$ cat config.mk
export PLATFORM = sky130hd
export DESIGN_NAME = alu_arbiter
export DESIGN_NICKNAME = d
export VERILOG_FILES = /design/src/rtl/alu_arb_pkg.sv /design/src/rtl/alu_arbiter_rr_pick.sv /design/src/rtl/alu_arbiter.sv
export SDC_FILE = /design/constraint.sdc
export NUM_CORES = 1
export LEC_CHECK = 0
export ABC_AREA = 1
export CAP_MARGIN = 25
export CORE_MARGIN = 3
export CORE_UTILIZATION = 41
export CTS_CLUSTER_SIZE = 10
export DETAILED_ROUTE_END_ITERATION = 16
export MAX_ROUTING_LAYER = met4
export PLACE_DENSITY = 0.81
export SLEW_MARGIN = 30
export SYNTH_ARGS = -nofsm -noshare
export SYNTH_HDL_FRONTEND = slang
export SYNTH_HIERARCHICAL = 1
export SYNTH_SLANG_ARGS = --single-unit
$ cat constraint.sdc
create_clock -name clk -period 3 [get_ports clk]
set_input_delay 0.3 -clock clk [delete_from_list [all_inputs] [get_ports clk]]
set_output_delay 0.3 -clock clk [all_outputs]
set_load 0.03 [all_outputs]
$ cat src/rtl/alu_arb_pkg.sv
// alu_arb_pkg: shared ALU mode codes, status flag bit positions and arbiter FSM states
package alu_arb_pkg;
  localparam logic [3:0] ALU_ADD  = 4'b0000;
  localparam logic [3:0] ALU_SUB  = 4'b0001;
  localparam logic [3:0] ALU_ADC  = 4'b0010;
  localparam logic [3:0] ALU_SBB  = 4'b0011;
  localparam logic [3:0] ALU_AND  = 4'b0100;
  localparam logic [3:0] ALU_OR   = 4'b0101;
  localparam logic [3:0] ALU_XOR  = 4'b0110;
  localparam logic [3:0] ALU_NOT  = 4'b0111;
  localparam logic [3:0] ALU_SHL  = 4'b1000;
  localparam logic [3:0] ALU_SHR  = 4'b1001;
  localparam logic [3:0] ALU_ROL  = 4'b1010;
  localparam logic [3:0] ALU_ROR  = 4'b1011;
  localparam logic [3:0] ALU_INC  = 4'b1100;
  localparam logic [3:0] ALU_DEC  = 4'b1101;
  localparam logic [3:0] ALU_PASS = 4'b1110;
  localparam logic [3:0] ALU_NEG  = 4'b1111;
  localparam int FLG_Z = 3;
  localparam int FLG_C = 2;
  localparam int FLG_S = 1;
  localparam int FLG_O = 0;
  typedef enum logic [1:0] {ST_IDLE, ST_ISSUE, ST_RESP} state_t;
endpackage

$ cat src/rtl/alu_arbiter_rr_pick.sv
// rr_pick: combinational round-robin picker, first valid requester at or after the pointer
module rr_pick #(
  parameter int N  = 4,
  parameter int IW = 2
) (
  input  logic [N-1:0]  i_valid,
  input  logic [IW-1:0] i_ptr,
  output logic [N-1:0]  o_grant,
  output logic [IW-1:0] o_idx
);
  logic [IW-1:0] w_j;
  // walk offsets from farthest to nearest so the closest valid requester wins
  always_comb begin
    o_grant = '0;
    o_idx   = '0;
    w_j     = '0;
    for (int k = N - 1; k >= 0; k--) begin
      w_j = IW'((int'(i_ptr) + k) % N);
      if (i_valid[w_j]) begin
        o_grant = N'(1) << w_j;
        o_idx   = w_j;
      end
    end
  end
endmodule

$ cat src/rtl/alu_arbiter.sv
// alu_arbiter: round-robin sharing of one combinational ALU with status register; ALU_ARB_LOCK_EN adds grant locking
module alu_arbiter
  import alu_arb_pkg::*;
#(
  parameter int NREQ = 4,
  parameter int DW   = 8,
  parameter int MW   = 4,
  parameter int FW   = 4
) (
  input  logic             clk,
  input  logic             rst_n,
  input  logic [NREQ-1:0]  req_valid,
  output logic [NREQ-1:0]  req_ready,
  input  logic [NREQ*MW-1:0] req_mode,
  input  logic [NREQ*DW-1:0] req_op1,
  input  logic [NREQ*DW-1:0] req_op2,
`ifdef ALU_ARB_LOCK_EN
  input  logic [NREQ-1:0]  req_lock,
`endif
  output logic [NREQ-1:0]  rsp_valid,
  input  logic [NREQ-1:0]  rsp_ready,
  output logic [DW-1:0]    rsp_data,
  output logic [FW-1:0]    rsp_flags,
  output logic             alu_E,
  output logic [MW-1:0]    alu_Mode,
  output logic [DW-1:0]    alu_Operand1,
  output logic [DW-1:0]    alu_Operand2,
  output logic [FW-1:0]    alu_Cflags,
  input  logic [DW-1:0]    alu_Out,
  input  logic [FW-1:0]    alu_flags,
  output logic [FW-1:0]    sr_flags
);
  localparam int IW = (NREQ > 1) ? $clog2(NREQ) : 1;
  state_t          r_state, w_next;
  logic [IW-1:0]   r_ptr, r_owner, w_idx, w_base, w_ptr_inc;
  logic [NREQ-1:0] w_grant;
  logic            w_acc;
  logic [MW-1:0]   r_mode;
  logic [DW-1:0]   r_op1, r_op2, r_data;
  logic [FW-1:0]   r_flags, r_sr;
`ifdef ALU_ARB_LOCK_EN
  logic            r_lock;
  assign w_base = r_lock ? r_owner : r_ptr;
`else
  assign w_base = r_ptr;
`endif
  rr_pick #(.N(NREQ), .IW(IW)) u_pick (
    .i_valid(req_valid),
    .i_ptr  (w_base),
    .o_grant(w_grant),
    .o_idx  (w_idx)
  );
  assign w_acc        = (r_state == ST_IDLE) && (|w_grant);
  assign w_ptr_inc    = (w_idx == IW'(NREQ - 1)) ? '0 : w_idx + 1'b1;
  assign req_ready    = (r_state == ST_IDLE) ? w_grant : '0;
  assign rsp_valid    = (r_state == ST_RESP) ? NREQ'(1) << r_owner : '0;
  assign alu_E        = r_state == ST_ISSUE;
  assign alu_Mode     = r_mode;
  assign alu_Operand1 = r_op1;
  assign alu_Operand2 = r_op2;
  assign alu_Cflags   = r_sr;
  assign sr_flags     = r_sr;
  assign rsp_data     = r_data;
  assign rsp_flags    = r_flags;
  // FSM state register
  always_ff @(posedge clk or negedge rst_n)
    if (!rst_n) r_state <= ST_IDLE;
    else r_state <= w_next;
  // next state: accept in IDLE, one ISSUE cycle, hold RESP until the owner consumes
  always_comb begin
    w_next = r_state;
    case (r_state)
      ST_IDLE:  w_next = w_acc ? ST_ISSUE : ST_IDLE;
      ST_ISSUE: w_next = ST_RESP;
      ST_RESP:  w_next = rsp_ready[r_owner] ? ST_IDLE : ST_RESP;
      default:  w_next = ST_IDLE;
    endcase
  end
  // operand latch on accept, result and status capture at the end of ISSUE
  always_ff @(posedge clk or negedge rst_n)
    if (!rst_n) begin
      r_ptr   <= '0;
      r_owner <= '0;
      r_mode  <= '0;
      r_op1   <= '0;
      r_op2   <= '0;
      r_data  <= '0;
      r_flags <= '0;
      r_sr    <= '0;
`ifdef ALU_ARB_LOCK_EN
      r_lock  <= 1'b0;
`endif
    end else begin
      if (w_acc) begin
        r_mode  <= req_mode[w_idx*MW +: MW];
        r_op1   <= req_op1[w_idx*DW +: DW];
        r_op2   <= req_op2[w_idx*DW +: DW];
        r_owner <= w_idx;
`ifdef ALU_ARB_LOCK_EN
        r_lock  <= req_lock[w_idx];
        r_ptr   <= req_lock[w_idx] ? r_ptr : w_ptr_inc;
`else
        r_ptr   <= w_ptr_inc;
`endif
      end
      if (r_state == ST_ISSUE) begin
        r_data  <= alu_Out;
        r_flags <= alu_flags;
        r_sr    <= alu_flags;
      end
    end
endmodule

==> metrics.txt <==
outcome=finished, final reports clean; Worst Max-Slew Pin Slew=0.845 ns; cell taking the most area after synthesis=dfrtp_1; Static Leakage=2.66 nW; root buffer cell=clkbuf_8; Clock power frac=0.087; critical path arrival=2.80 ns; DRC viols=0; PwrDens=1290 mW/mm^2; GP Congestion=0.905; Max Cap Viol=0; FMAX=380 MHz; htree depth=2; synthesized flop and latch total=38; Routed WL per cell=11.4 um; synth top area cells=dfrtp_1, nand2_1, inv_1, nand3_1, ha_1; Worst Skew=0.00243 ns; Clk Latency, worst-skew pair=0.28 ns; Syn Std Cell Area=0.00309 mm^2; Logic pwr share=0.755; CTS sink count=38; 1st-iter DRT viols=137; Crit Path Max Fanout=40; Setup TNS=0 ns; initial core utilization=0.423; Via Count=3345; Pwr Total=0.00608 W; most frequent cell after synthesis=nand2_1; Total Die Area=0.00861 mm^2; Inserted Clock Buffers=5; Net Sw Frac=0.544; Yosys cell types=24; synthesized area per cell=6.02 um^2; Post-Syn Nets=624; Yosys Warn Count=6; synth cell count leaders=nand2_1, inv_1, nand3_1; cell-internal power=0.00277 W; Ports=151; CTS Buffer Depth=2; Final Critical Period=2.63 ns; Relative slew margins=0.436; initial antenna violation count=0; Syn Inst Count=513; Hold Vio Cnt, Final=0; area share of the leading cell type in the synthesized netlist=0.308; antenna cells=0; Finished Layout Cells=748; VDD IR max=0.000773 V; dpl cell area=0.00458 mm^2; Pins Over Slew Limit=0; fin crit share=0.878; DR vias/cell=4.47; post-route ant nets=0; First-pass DRT Iterations=4; final setup vio count=0; crit end category=flip-flop; num rows=31; Die X=92.8 um; All-Layer GR Usage=0.196; Post-synth EDFFs=0; Nets=759; worst path required time=3.17 ns; Total Wirelength=8520 um; vias in the first global route=3112; global-route wire length before repair=13700 um; Post-CTS Setup Repair Bufs=0; Sequential Power Share=0.158; total gr overflow=0; post-synthesis async set-or-reset flop share=1.00; layout cell share with drive strength beyond 1=0.0616; TritonCTS clock tree=yes; die height=92.8 um; dpl cells=740; Hold Path Class=in -> async; switching power=0.00331 W; Detailed Place HPWL=6630 um; Port Buffers=150; RSZ-0062 raised after global routing=no; Setup CP Type=reg -> reg; Worst Setup Start Kind=flip-flop; Seq/Total Area, Yosys=0.308; P&R area growth vs syn=53.2%; core region area=0.00729 mm^2; post-route design area=0.00473 mm^2; largest net degree at the start of global routing=44; Top FF cell, synth=dfrtp_1; clk slew on worst S/H paths=0.07 ns
==> per-layer routing <==
metal  share of wire  GRT usage  vias up
met3           0.067     0.0284       11
li1                -          -     1756
met4           0.018     0.0586        0
met5               0          -        -
met1            0.44      0.248     1435
met2            0.47      0.326      143
==> sequential cells by signal, indices dropped and copies added, names as in the netlist <==
register      count
r_state           2
alu_Operand2      8
r_ptr             2
rsp_flags         4
alu_Operand1      8
rsp_data          8
alu_Mode          4
r_owner           2
==> timing repair <==
action                                  CTS  global route
hold buffers                              0             0
endpoints found under the setup margin    0             4
resized for setup                         0             4
==> metrics by stage <==
step	hold slack, ns	util	worst slack, ns
final	0.124	0.648	0.366
after global routing	0.194	0.648	0.135
after CTS	0.148	0.647	0.0363
after detailed placement	0.454	0.627	0.283
after global placement	0.448	0.627	0.320
after floorplan	0.00441	-	0.625
==> cell families after synthesis <==
| kind of cell | Yosys count | synth area share |
|---|---|---|
| buffers and inverters | 134 | 0.189 |
| and+or+nand+nor | 322 | 0.446 |
| DFF | 38 | 0.308 |
| AOI/OAI and AO/OA | 10 | 0.0199 |
| adders and majority gates | 9 | 0.0365 |
==> worst paths after layout <==
path / from / slack, ns / depth (start not counted) / end
worst max-delay path: r_ptr[0] / 0.37 / 14 / alu_Operand1[7]
worst min-delay path: rst_n / 0.12 / 1 / rsp_flags[3]
worst max register to register: r_ptr[0] / 0.37 / 14 / alu_Operand1[7]
worst min register to register: alu_Operand1[1] / 0.48 / 2 / alu_Operand1[1]
max in group asynchronous: rst_n / 2.35 / 1 / r_ptr[1]
min in group clk: alu_Operand1[1] / 0.48 / 2 / alu_Operand1[1]
==> worst max-delay path, cell delays in order (launching register included) <==
cell     delay (ns)
dfrtp_1        0.39
inv_2          0.19
ha_1           0.30
inv_1          0.10
nand3_2        0.11
nand2_4        0.13
inv_4          0.06
a21oi_1        0.26
o21ai_4        0.08
inv_2          0.46
nand2_1        0.11
nand3_1        0.13
nand2_1        0.07
nand2_1        0.06
nand2_1        0.06
==> placed cells by master (no fill, tap or decap) <==
cell / n
nand2_1: 227
clkdlybuf4s50_1: 145
inv_1: 99
nand3_1: 56
dfrtp_1: 38
nor2_1: 17
ha_1: 9
inv_2: 7
clkbuf_8: 6
nand2_4: 5
nand3_2: 5
buf_4: 5
a21oi_1: 5
nor3_1: 4
dlymetal6s2s_1: 4
nand2_2: 3
nor2_2: 2
bufinv_16: 2
o21ai_1: 2
or2_0: 2
a21oi_4: 1
o21ai_0: 1
buf_2: 1
nor2_4: 1
inv_4: 1
o21ai_4: 1
==> power groups by stage <==
| stage | combinational [W] | clock (W) | sequential (W) |
|---|---|---|---|
| global placement | 0.00447 | 0 | 0.000958 |
| CTS | 0.00462 | 0.000541 | 0.000963 |
| global route | 0.00511 | 0.000566 | 0.000997 |
| detailed placement | 0.00459 | 0 | 0.000969 |
| finish | 0.00459 | 0.000531 | 0.000960 |
| floorplan | 0.00298 | 0 | 0.00138 |
==> final cells by class <==
| class | instances | area (um^2) |
|---|---|---|
| sequential | 38 | 951 |
| tap | 99 | 124 |
| timing repair buffer | 155 | 1540 |
| multi-input combinational | 341 | 1560 |
| inverter | 107 | 404 |
| clock inverter | 2 | 60.1 |
| fill | 651 | 2560 |
| clock buffer | 6 | 82.6 |
No activity file was read; power rests on OpenSTA's default activity.
